**config.mk**
```make
export PLATFORM = sky130hd
export DESIGN_NAME = pc_fetch_sequencer_flat
export DESIGN_NICKNAME = d
export VERILOG_FILES = /design/src/rtl/pc_fetch_sequencer_if.sv /design/src/rtl/pc_fetch_sequencer.sv /design/src/flat_wrapper.sv
export SDC_FILE = /design/constraint.sdc
export NUM_CORES = 1
export LEC_CHECK = 0
export BUFFER_PORTS_ARGS = -buffer_cell sky130_fd_sc_hd__buf_4
export CAP_MARGIN = 20
export CORE_MARGIN = 4
export CORE_UTILIZATION = 47
export CTS_BUF_LIST = sky130_fd_sc_hd__clkbuf_8
export DETAILED_ROUTE_END_ITERATION = 12
export PLACE_DENSITY = 0.79
export RECOVER_POWER = 50
export SYNTH_ARGS = -nofsm -noshare
export SYNTH_HDL_FRONTEND = slang
export SYNTH_HIERARCHICAL = 1
export SYNTH_SLANG_ARGS = --single-unit
```
**constraint.sdc**
```tcl
create_clock -name clk -period 1.9 [get_ports clk]
set_input_delay 0.38 -clock clk [delete_from_list [all_inputs] [get_ports clk]]
set_output_delay 0.38 -clock clk [all_outputs]
set_load 0.02 [all_outputs]
```
**src/rtl/pc_fetch_sequencer_if.sv**
```systemverilog
// Instruction-memory request/response channel and decode-side instruction
// handoff for the fetch sequencer; master is the sequencer side.
interface pc_fetch_sequencer_if #(
   parameter int unsigned XLEN = 32
);
   logic            imem_req_valid;
   logic            imem_req_ready;
   logic [XLEN-1:0] imem_req_addr;
   logic            imem_rsp_valid;
   logic [XLEN-1:0] imem_rsp_data;
   logic            instr_valid;
   logic [XLEN-1:0] instr_data;
   logic [XLEN-1:0] instr_pc;
   logic            decode_ready;

   modport master (
      output imem_req_valid,
      input  imem_req_ready,
      output imem_req_addr,
      input  imem_rsp_valid,
      input  imem_rsp_data,
      output instr_valid,
      output instr_data,
      output instr_pc,
      input  decode_ready
   );

   modport slave (
      input  imem_req_valid,
      output imem_req_ready,
      input  imem_req_addr,
      output imem_rsp_valid,
      output imem_rsp_data,
      input  instr_valid,
      input  instr_data,
      input  instr_pc,
      output decode_ready
   );
endinterface

```
**src/rtl/pc_fetch_sequencer.sv**
```systemverilog
// RV32I program counter and single-outstanding instruction fetch sequencer,
// with redirect/trap handling and a one-entry instruction buffer to decode.
module pc_load_reg #(
   parameter int unsigned   N       = 32,
   parameter logic [N-1:0]  RST_VAL = '0
) (
   input  logic         clk,
   input  logic         rst_n,
   input  logic         load_i,
   input  logic [N-1:0] d_i,
   output logic [N-1:0] q_o
);
   logic [N-1:0] q_q;

   always_ff @(posedge clk or negedge rst_n) begin
      if (!rst_n)      q_q <= RST_VAL;
      else if (load_i) q_q <= d_i;
   end

   assign q_o = q_q;
endmodule

module pc_fetch_sequencer #(
   parameter int unsigned     XLEN         = 32,
   parameter logic [XLEN-1:0] RESET_VECTOR = '0,
   parameter logic [XLEN-1:0] TRAP_VECTOR  = XLEN'(32'h0000_0100)
) (
   input  logic                   clk,
   input  logic                   rst_n,
   input  logic                   redirect_valid_i,
   input  logic [XLEN-1:0]        redirect_target_i,
   output logic [XLEN-1:0]        pc_out_o,
   output logic                   trap_valid_o,
   output logic [XLEN-1:0]        trap_addr_o,
   pc_fetch_sequencer_if.master   fetch_if
);
   typedef enum logic [1:0] {S_IDLE, S_REQ, S_WAIT, S_HOLD} state_e;

   state_e          state_q, state_d;
   logic            drop_q, drop_d;
   logic            armed_q, armed_d;
   logic            pc_load;
   logic [XLEN-1:0] pc_q, pc_d;
   logic [XLEN-1:0] buf_data_q, buf_data_d;
   logic [XLEN-1:0] buf_pc_q, buf_pc_d;
   logic            trap_valid_q, trap_valid_d;
   logic [XLEN-1:0] trap_addr_q, trap_addr_d;
   logic            target_misaligned;
   logic [XLEN-1:0] redirect_pc;

   pc_load_reg #(
      .N       (XLEN),
      .RST_VAL (RESET_VECTOR)
   ) u_pc_reg (
      .clk    (clk),
      .rst_n  (rst_n),
      .load_i (pc_load),
      .d_i    (pc_d),
      .q_o    (pc_q)
   );

   assign target_misaligned = (redirect_target_i[1:0] != 2'b00);
   assign redirect_pc       = target_misaligned ? TRAP_VECTOR : redirect_target_i;

   always_comb begin
      state_d      = state_q;
      drop_d       = drop_q;
      armed_d      = armed_q;
      pc_load      = 1'b0;
      pc_d         = pc_q + XLEN'(4);
      buf_data_d   = buf_data_q;
      buf_pc_d     = buf_pc_q;
      trap_valid_d = redirect_valid_i && target_misaligned;
      trap_addr_d  = (redirect_valid_i && target_misaligned) ? redirect_target_i : trap_addr_q;

      if (redirect_valid_i) begin
         // A redirect overrides the normal flow; any fetch already handed to
         // memory is marked so its response is thrown away.
         pc_load = 1'b1;
         pc_d    = redirect_pc;
         case (state_q)
            S_REQ: begin
               if (fetch_if.imem_req_ready) begin
                  drop_d  = 1'b1;
                  state_d = S_WAIT;
               end
            end
            S_WAIT: begin
               if (fetch_if.imem_rsp_valid) begin
                  drop_d  = 1'b0;
                  state_d = S_REQ;
               end else begin
                  drop_d  = 1'b1;
               end
            end
            default: state_d = S_REQ;
         endcase
      end else begin
         case (state_q)
            S_IDLE: begin
               // Stay a full cycle in IDLE after reset release before fetching.
               armed_d = 1'b1;
               if (armed_q) state_d = S_REQ;
            end
            S_REQ: begin
               if (fetch_if.imem_req_ready) state_d = S_WAIT;
            end
            S_WAIT: begin
               if (fetch_if.imem_rsp_valid) begin
                  if (drop_q) begin
                     drop_d  = 1'b0;
                     state_d = S_REQ;
                  end else begin
                     buf_data_d = fetch_if.imem_rsp_data;
                     buf_pc_d   = pc_q;
                     pc_load    = 1'b1;
                     state_d    = S_HOLD;
                  end
               end
            end
            S_HOLD: begin
               if (fetch_if.decode_ready) state_d = S_REQ;
            end
            default: state_d = S_IDLE;
         endcase
      end
   end

   always_ff @(posedge clk or negedge rst_n) begin
      if (!rst_n) begin
         state_q      <= S_IDLE;
         drop_q       <= 1'b0;
         armed_q      <= 1'b0;
         buf_data_q   <= '0;
         buf_pc_q     <= '0;
         trap_valid_q <= 1'b0;
         trap_addr_q  <= '0;
      end else begin
         state_q      <= state_d;
         drop_q       <= drop_d;
         armed_q      <= armed_d;
         buf_data_q   <= buf_data_d;
         buf_pc_q     <= buf_pc_d;
         trap_valid_q <= trap_valid_d;
         trap_addr_q  <= trap_addr_d;
      end
   end

   assign fetch_if.imem_req_valid = (state_q == S_REQ);
   assign fetch_if.imem_req_addr  = pc_q;
   assign fetch_if.instr_valid    = (state_q == S_HOLD) && !redirect_valid_i;
   assign fetch_if.instr_data     = buf_data_q;
   assign fetch_if.instr_pc       = buf_pc_q;
   assign pc_out_o                = pc_q;
   assign trap_valid_o            = trap_valid_q;
   assign trap_addr_o             = trap_addr_q;
endmodule

```
**src/flat_wrapper.sv**
```systemverilog
// flat-port wrapper written by rule: the top's interface ports become plain ports
module pc_fetch_sequencer_flat 
#(
   parameter int unsigned     XLEN         = 32,
   parameter logic [XLEN-1:0] RESET_VECTOR = '0,
   parameter logic [XLEN-1:0] TRAP_VECTOR  = XLEN'(32'h0000_0100)
)
  (clk, rst_n, redirect_valid_i, redirect_target_i, pc_out_o, trap_valid_o, trap_addr_o, fetch_if_imem_req_valid, fetch_if_imem_req_ready, fetch_if_imem_req_addr, fetch_if_imem_rsp_valid, fetch_if_imem_rsp_data, fetch_if_instr_valid, fetch_if_instr_data, fetch_if_instr_pc, fetch_if_decode_ready);
  pc_fetch_sequencer_if #(.XLEN(XLEN)) fetch_if_i ();
  input  logic clk;
  input  logic rst_n;
  input  logic redirect_valid_i;
  input  logic [XLEN-1:0] redirect_target_i;
  output logic [XLEN-1:0] pc_out_o;
  output logic trap_valid_o;
  output logic [XLEN-1:0] trap_addr_o;
  output wire logic [$bits(fetch_if_i.imem_req_valid)-1:0] fetch_if_imem_req_valid;
  input wire logic [$bits(fetch_if_i.imem_req_ready)-1:0] fetch_if_imem_req_ready;
  output wire logic [$bits(fetch_if_i.imem_req_addr)-1:0] fetch_if_imem_req_addr;
  input wire logic [$bits(fetch_if_i.imem_rsp_valid)-1:0] fetch_if_imem_rsp_valid;
  input wire logic [$bits(fetch_if_i.imem_rsp_data)-1:0] fetch_if_imem_rsp_data;
  output wire logic [$bits(fetch_if_i.instr_valid)-1:0] fetch_if_instr_valid;
  output wire logic [$bits(fetch_if_i.instr_data)-1:0] fetch_if_instr_data;
  output wire logic [$bits(fetch_if_i.instr_pc)-1:0] fetch_if_instr_pc;
  input wire logic [$bits(fetch_if_i.decode_ready)-1:0] fetch_if_decode_ready;
  assign fetch_if_imem_req_valid = fetch_if_i.imem_req_valid;
  assign fetch_if_i.imem_req_ready = fetch_if_imem_req_ready;
  assign fetch_if_imem_req_addr = fetch_if_i.imem_req_addr;
  assign fetch_if_i.imem_rsp_valid = fetch_if_imem_rsp_valid;
  assign fetch_if_i.imem_rsp_data = fetch_if_imem_rsp_data;
  assign fetch_if_instr_valid = fetch_if_i.instr_valid;
  assign fetch_if_instr_data = fetch_if_i.instr_data;
  assign fetch_if_instr_pc = fetch_if_i.instr_pc;
  assign fetch_if_i.decode_ready = fetch_if_decode_ready;
  pc_fetch_sequencer #(.XLEN(XLEN), .RESET_VECTOR(RESET_VECTOR), .TRAP_VECTOR(TRAP_VECTOR)) u_core (.clk(clk), .rst_n(rst_n), .redirect_valid_i(redirect_valid_i), .redirect_target_i(redirect_target_i), .pc_out_o(pc_out_o), .trap_valid_o(trap_valid_o), .trap_addr_o(trap_addr_o), .fetch_if(fetch_if_i));
endmodule
```
==> results.toml, run 1 <==
[run_status]
status = "finished, final reports clean"

[clocking]
htree_levels = 4
cts_max_path_buffers = 2
tritoncts = "built"
clk_latency_ns = 0.43
clkTransAtPathRegs_ns = 0.08
numClockSinks = 133
clockRootBuffer = "clkbuf_8"
cts_buffers = 17

[critical_path]
path_buf_inv = 3
cp_max_fo = 13
critPathTopFamily = "buffers and inverters"
start_kind = "flip-flop"
reg2reg_slack_ns = 0.05
timing.rr.start = "u_core/state_q[0]"
slowest_stage = "dfrtp_1"
slowest_delay_ns = 0.39
end_kind = "flip-flop"
critical_path_class = "reg2reg"
critPathArrivalTime_ns = 2.17
path_cells = "inv_1 -> ha_2 -> nand2_2 -> nor3_4 -> buf_4 -> buf_8 -> mux2_2"
required_ns = 2.22
r2r_end = "u_core/fetch_if.instr_pc[17]"
reg2reg_depth = 7

[route]
finalWirelength_um = 17900
vias = 5048
ant_nets = 0
drc = 0
post_drt_via_cell_ratio = 5.27
drt_iter0_markers = 262
wl_per_cell_um = 18.7
dr.pass1.iters = 4

[min_path]
hold_path_end = "u_core/fetch_if.instr_data[2]"
min-delay-start = "fetch_if_imem_rsp_data[2]"
whs_path_depth = 2
hold_class = "in2reg"

[yosys]
synth_edf_count = 0
synthArstFlopShare = 1.00
synthFlopType = "dfrtp_1"
yosys.area.top_type_share = 0.510
syn_inst = 517
synth.distinct_cells = 50
synth_fp_nets = 592
synthesis.area_um2 = 6530
synth_area_per_cell_um2 = 12.6
synth_common_cells = "dfrtp_1 (133), mux2_2 (88), nand2_1 (43)"
yosysSeqAreaShare = 0.510
ys_warn_count = 6
netlist_top_cells_area = "dfrtp_1 (51%), mux2_2 (15%), mux2_4 (6.9%)"
synth_seq_cells = 133
yosysTopAreaCell = "dfrtp_1"
yosysMostFrequentCell = "dfrtp_1"

[timing]
fin_crit_ns = 1.85
hold_viol = 0
relSlewSlack = 0.373
fmax_ghz = 0.540
worst_pin_slew_ns = 0.941
slew_viol_final = 0
final.period_utilization = 0.975
setup_viol = 0
clock_skew_ns = 0.00843

[placed_design]
dp_cells = 920
hpwl_um = 13000
gp_congestion = 0.814
port_buffers = 232

[cells_and_area]
post-route-util = 0.671
drive_gt1_frac = 0.550
syn2layout_area_growth_pct = 37.8
final_nets = 844
fillCellCount = 1076
stdcell_count = 958
num_antenna_cells = 0

[floorplanning]
die_h_um = 126
design.die.area_um2 = 15800
core_area_um2 = 13400
ioPinCount = 233
die_w_um = 126
start_util = 0.487
rows = 42

[pwr]
p_leak_uw = 0.00445
pwr_density_cell_nw_per_um2 = 981
vdd_drop_max_mv = 0.636

[global_route]
grt_antenna_before_repair = 0
grt_pass1_vias = 5477
gr-total-overflow = 0
grt_usage = 0.220
grt_pass1_wl_um = 28100
grt_max_degree = 52

[job]
timing.max_cap.violations = 0
==> through the flow <==
step | setup slack, ns | instance area, um2 | hold slack (ns) | power (uW) | TNS [ns]
2_1_floorplan | -0.0264 | 6560 | 0.0844 | 5180 | -0.0879
3_3_place_gp | 0.106 | 8630 | 0.296 | 6390 | 0
3_5_place_dp | 0.0267 | 8630 | 0.302 | 6500 | 0
4_1_cts | 0.00863 | 9060 | 0.125 | 8990 | 0
5_1_grt | -0.00838 | 8990 | 0.132 | 9240 | -0.0626
6_report | 0.0479 | 8990 | 0.159 | 8820 | 0
==> how the worst max path moves through the flow <==
stage,startpoint,end,cells after the start
global placement,u_core/u_pc_reg/q_o[2],u_core/u_pc_reg/q_o[29],7
finish,u_core/state_q[0],u_core/fetch_if.instr_pc[17],7
floorplan,u_core/u_pc_reg/q_o[2],u_core/u_pc_reg/q_o[24],7
global route,u_core/state_q[0],u_core/fetch_if.instr_data[6],7
CTS,u_core/state_q[0],u_core/fetch_if.instr_data[12],6
detailed placement,u_core/state_q[0],u_core/fetch_if.instr_data[24],6
==> power by group <==
group,leakage [uW],total (uW),internal [uW],switching [uW]
Combinational,0.00252,2800,1300,1500
Clock,0.000205,2480,1360,1120
Sequential,0.00173,3550,3250,299
==> what timing repair did <==
item / in CTS / in global routing
gates resized for setup: 0 / 11
hold endpoints to repair: 33 / 0
setup endpoints to repair: 0 / 58
hold buffers: 1 / 0
buffers inserted: 0 / 3
==> registers in the layout (all words and copies together), names as in the netlist <==
signal,flops
u_core/fetch_if.instr_data,32
u_core/fetch_if.instr_pc,32
u_core/trap_addr_o,32
u_core/u_pc_reg/q_o,32
u_core/state_q,2
u_core/armed_q,1
u_core/drop_q,1
u_core/trap_valid_o,1
==> final cells by class <==
type	instances	area [um2]	area share
flip-flops and latches	133	3340	0.371
well taps	176	220	0.0245
multi-input cells	310	2790	0.310
inverters	16	60.1	0.00668
clock buffers	19	262	0.0291
clock inverters	13	156	0.0174
repair buffers	291	2170	0.241
==> per-layer routing <==
metal	part of all wire	vias to the layer above	routed length, um	track usage
met1	0.40	2561	7130	0.256
li1	-	2309	-	-
met2	0.53	151	9580	0.400
met3	0.046	27	822	0.0483
met5	0	-	0	0
met4	0.022	0	386	0.0751
==> placed cells by master (no fill, tap or decap), types with 9 or more instances in the layout <==
master,count
buf_4,237
dfrtp_1,124
mux2_2,88
nand2_1,42
clkbuf_1,39
mux2_4,30
clkbuf_8,19
o21ai_0,18
inv_1,17
nor2_1,13
nand3_1,12
nand4_1,11
xnor2_1,10
dfrtp_2,9
==> kinds of logic after synthesis <==
kind of cell    synth area share
fa+ha+maj                0.00958
buf+inv                   0.0748
flops                      0.510
compound gates            0.0542
xor+xnor                  0.0188
mux                        0.234
simple gates              0.0983
Power figures use the tool's default switching activity.
==> run 2: changes to the inputs <==
- CELL_PAD_IN_SITES_DETAIL_PLACEMENT: default -> 0
- CELL_PAD_IN_SITES_GLOBAL_PLACEMENT: default -> 2
- CORE_UTILIZATION: 47 -> 33
- PLACE_DENSITY: 0.79 -> default
- PLACE_DENSITY_LB_ADDON: default -> 0.1
- clock period: 1.9 -> 2.1 ns (I/O delays scaled with it)
==> run 2 against run 1 <==
Hold slack gained 0.040 ns. Cell area shrank 2.3%. Power shrank 10%. Setup slack gained 0.11 ns. Clock-buffer cell count shrank 1. Fmax shrank 4.7%. Critical path depth shrank 1. Register-to-register slack gained 0.11 ns. Largest cell class unchanged. Largest power group unchanged.
==> results.toml, run 2 (synthesis gave the netlist of run 1 again) <==
[global_route]
grt_usage = 0.168
gr-total-overflow = 0
grt_pass1_vias = 5219
grt_pass1_wl_um = 29200
grt_max_degree = 52
grt_antenna_before_repair = 0

[critical_path]
critPathTopFamily = "flip-flops"
required_ns = 2.42
critical_path_class = "reg2reg"
cp_max_fo = 44
start_kind = "flip-flop"
path_buf_inv = 2
path_cells = "inv_1 -> ha_1 -> nand2_1 -> nor3_4 -> buf_12 -> mux2_2"
reg2reg_slack_ns = 0.16
end_kind = "flip-flop"
slowest_stage = "dfrtp_1"
slowest_delay_ns = 0.42
critPathArrivalTime_ns = 2.26

[placed_design]
placed_area_um2 = 8580
gp_congestion = 0.755
hpwl_um = 13400
port_buffers = 232

[cells_and_area]
fillCellCount = 1878
syn2layout_area_growth_pct = 34.7
drive_gt1_frac = 0.503
num_antenna_cells = 0
final_nets = 831
postLayoutCellArea_um2 = 8790
layout_commonest_cell = "buf_4"
most-common-layout-cells = "buf_4 (219), dfrtp_1 (133), mux2_2 (88), clkbuf_1 (52), nand2_1 (43)"

[route]
ant_nets = 0
post_drt_via_cell_ratio = 4.72
finalWirelength_um = 18300
drt_iter0_markers = 170
drc = 0
vias = 4884
wl_per_cell_um = 17.7
dr.pass1.iters = 5

[floorplanning]
rows = 51
ioPinCount = 233
die_w_um = 149
start_util = 0.335
core_area_um2 = 19500
die_h_um = 149
design.die.area_um2 = 22100

[min_path]
hold_class = "in2reg"

[clocking]
clk_latency_ns = 0.43
cts_max_path_buffers = 2
clkTransAtPathRegs_ns = 0.08
cts_setup_buffers = 0
tritoncts = "built"
htree_levels = 4
numClockSinks = 133
cts_buffers = 17
clockRootBuffer = "clkbuf_8"

[pwr]
p_leak_uw = 0.00430
power_uw = 7910
vdd_drop_max_mv = 0.419
pwr_density_cell_nw_per_um2 = 899

[timing]
fmax_ghz = 0.515
clock_skew_ns = 0.00991
setup_viol = 0
worst_pin_slew_ns = 1.23
slew_viol_final = 0
relSlewSlack = 0.180
rsz0062_at_grt = "false"
final.period_utilization = 0.925
setup_tns_ns = 0
hold_viol = 0
fin_crit_ns = 1.94

[run_status]
status = "finished, final reports clean"

[job]
timing.max_cap.violations = 0
run 2: cell types whose count changed in the layout (fill, tap and decap cells not counted), moves of 3 or more:
cell / before / now
buf_4: 237 / 219
dfrtp_2: 9 / 0
nor4_2: 3 / 0
nor4_1: 3 / 6
dfrtp_1: 124 / 133
buf_12: 7 / 2
clkbuf_1: 39 / 52
run 2: report_power, final:
part	leakage, uW	internal, uW	total, uW	switching (uW)
Clock	0.000206	1220	2300	1080
Sequential	0.00174	2930	3210	281
Combinational	0.00236	1100	2400	1300
Total	0.00430	5250	7910	2660
run 2: final cells by class:
class | instances | area (um2) | area share
clock buffers | 18 | 248 | 0.0282
multi-input cells | 310 | 2730 | 0.310
clock inverters | 14 | 175 | 0.0199
inverters | 16 | 60.1 | 0.00683
well taps | 265 | 332 | 0.0377
flip-flops and latches | 133 | 3330 | 0.379
repair buffers | 278 | 1920 | 0.219
run 2: layer usage:
layer  share of wire  track usage
met3           0.058       0.0442
met2            0.51        0.282
met4          0.0029       0.0337
met5               0            0
met1            0.43        0.219
run 2: worst paths after layout:
check	start	to	depth (start not counted)
setup reg to reg	u_core/state_q[0]	u_core/fetch_if.instr_pc[6]	6
hold / removal	fetch_if_imem_rsp_data[6]	u_core/fetch_if.instr_data[6]	2
max in group asynchronous	rst_n	u_core/fetch_if.instr_data[23]	3
hold reg to reg	u_core/armed_q	u_core/armed_q	1
setup / recovery	u_core/state_q[0]	u_core/fetch_if.instr_pc[6]	6
min in group asynchronous	rst_n	u_core/fetch_if.instr_pc[16]	2
run 2: repair_timing:
action | CTS | global route
endpoints found under the hold margin | 46 | 0
hold buffers | 1 | 0
endpoints found under the setup margin | 0 | 9
gates resized for setup | 0 | 1
run 2: per-stage QoR:
step	utilization	hold WS [ns]	instances	setup slack [ns]
2_1_floorplan	-	0.124	517	0.0169
3_3_place_gp	0.441	0.407	1001	0.231
3_5_place_dp	0.441	0.412	1001	0.109
4_1_cts	0.463	0.166	1034	0.106
5_1_grt	0.452	0.151	1034	0.0289
6_report	0.452	0.200	1034	0.157
==> run 3: changes to the inputs <==
- MAX_ROUTING_LAYER: default -> met4
==> run 3 against run 2 <==
Register-to-register slack about the same. Core utilization unchanged. Die area unchanged. Clock-buffer cell count unchanged. Sequential share of layout area unchanged. Clock power about the same. Critical path depth unchanged. Clock skew decreased by 0.00091 ns. Cell count unchanged. Critical path type unchanged. Largest cell class unchanged.
==> results.toml, run 3 (synthesis gave the netlist of run 1 again) <==
[job]
timing.max_cap.violations = 0

[min_path]
hold_path_end = "u_core/fetch_if.instr_data[6]"
min-delay-start = "fetch_if_imem_rsp_data[6]"
hold_class = "in2reg"
whs_path_depth = 2

[cells_and_area]
drive_gt1_frac = 0.503
layout_commonest_cell = "buf_4"
syn2layout_area_growth_pct = 34.7
final_nets = 831
stdcell_count = 1034
num_antenna_cells = 0
most-common-layout-cells = "buf_4 (219), dfrtp_1 (133), mux2_2 (88), clkbuf_1 (52), nand2_1 (43)"

[route]
finalWirelength_um = 18300
post_drt_via_cell_ratio = 4.74
ant_nets = 0
vias = 4897
drt_iter0_markers = 154
drc = 0
wl_per_cell_um = 17.7
dr.pass1.iters = 4

[run_status]
status = "finished, final reports clean"

[critical_path]
critPathArrivalTime_ns = 2.27
reg2reg_slack_ns = 0.15
cp_max_fo = 44
required_ns = 2.42
timing.rr.start = "u_core/state_q[0]"
start_kind = "flip-flop"
reg2reg_depth = 6
end_kind = "flip-flop"
r2r_end = "u_core/fetch_if.instr_pc[12]"
critical_path_class = "reg2reg"

[timing]
rsz0062_at_grt = "false"
fin_crit_ns = 1.95
layout_setup_ws_ns = 0.152
setup_tns_ns = 0
slew_viol_final = 0
final.period_utilization = 0.928
hold_viol = 0
relSlewSlack = 0.181
fmax_ghz = 0.513
worst_pin_slew_ns = 1.23
clock_skew_ns = 0.00900
setup_viol = 0

[clocking]
clk_latency_ns = 0.43
htree_levels = 4
clkTransAtPathRegs_ns = 0.08
clockRootBuffer = "clkbuf_8"
cts_setup_buffers = 0
numClockSinks = 133
tritoncts = "built"
cts_buffers = 17
cts_max_path_buffers = 2

[floorplanning]
design.die.area_um2 = 22100
ioPinCount = 233
start_util = 0.335
die_h_um = 149
die_w_um = 149
rows = 51
core_area_um2 = 19500

[placed_design]
gp_congestion = 0.765
dp_cells = 1001
hpwl_um = 13400
port_buffers = 232
pre_cts_ws_ns = 0.109

[pwr]
p_leak_uw = 0.00430
pwr_density_cell_nw_per_um2 = 900
power.switching_uw = 2670
vdd_drop_max_mv = 0.420
switching_share = 0.337
power_uw = 7910
p_seq_frac = 0.406
power_frac_clock = 0.291
p_int_uw = 5250
comb_power_share = 0.303

[global_route]
grt_usage = 0.173
grt_antenna_before_repair = 0
grt_pass1_wl_um = 29200
grt_max_degree = 52
grt_pass1_vias = 5217
gr-total-overflow = 0
==> run 3: area by class of cell <==
type	instances	area [um2]
clock buffers	18	248
inverters	16	60.1
repair buffers	278	1920
clock inverters	14	175
flip-flops and latches	133	3330
fillers	1878	10700
well taps	265	332
multi-input cells	310	2730
==> run 3: what timing repair did <==
| action | CTS | global route |
|---|---|---|
| hold endpoints to repair | 46 | 0 |
| hold buffers | 1 | 0 |
| gates resized for setup | 0 | 1 |
| endpoints found under the setup margin | 0 | 9 |
==> run 3: how the worst max path moves through the flow <==
stage                                     endpoint  slack (ns)                   start  cells past startpoint
floorplan                  u_core/u_pc_reg/q_o[24]        0.02  u_core/u_pc_reg/q_o[2]                      7
global placement      u_core/fetch_if.instr_pc[16]        0.23       u_core/state_q[0]                      6
detailed placement   u_core/fetch_if.instr_data[4]        0.11       u_core/state_q[0]                      6
CTS                  u_core/fetch_if.instr_data[4]        0.11       u_core/state_q[0]                      6
global route        u_core/fetch_if.instr_data[19]        0.03                   rst_n                      3
finish                u_core/fetch_if.instr_pc[12]        0.15       u_core/state_q[0]                      6
==> run 3: power groups by stage <==
stage	logic [uW]	registers [uW]	clock network (uW)
after floorplan	957	3720	0
after global placement	2510	3260	0
after detailed placement	2530	3270	0
after CTS	2540	3220	2390
after global routing	2570	3270	2510
final	2390	3210	2310
==> run 3: metrics by stage <==
step / instance area (um2) / hold slack (ns) / utilization
CTS: 9010 / 0.166 / 0.463
global placement: 8580 / 0.407 / 0.441
floorplan: 6530 / 0.124 / -
detailed placement: 8580 / 0.412 / 0.441
global route: 8790 / 0.151 / 0.452
finish: 8790 / 0.198 / 0.452
==> run 3: critical path, stage by stage (launching register included) <==
cell	delay, ns
dfrtp_1	0.42
inv_1	0.10
ha_1	0.21
nand2_1	0.17
nor3_4	0.24
buf_12	0.28
mux2_2	0.37
==> run 3: layer usage <==
layer  GRT usage  vias to the layer above  wire length [um]
li1            -                     2291                 -
met1       0.221                     2457              7880
met2       0.282                      144              9180
met3      0.0411                        5              1110
met4      0.0337                        0               109
met5           -                        -                 0
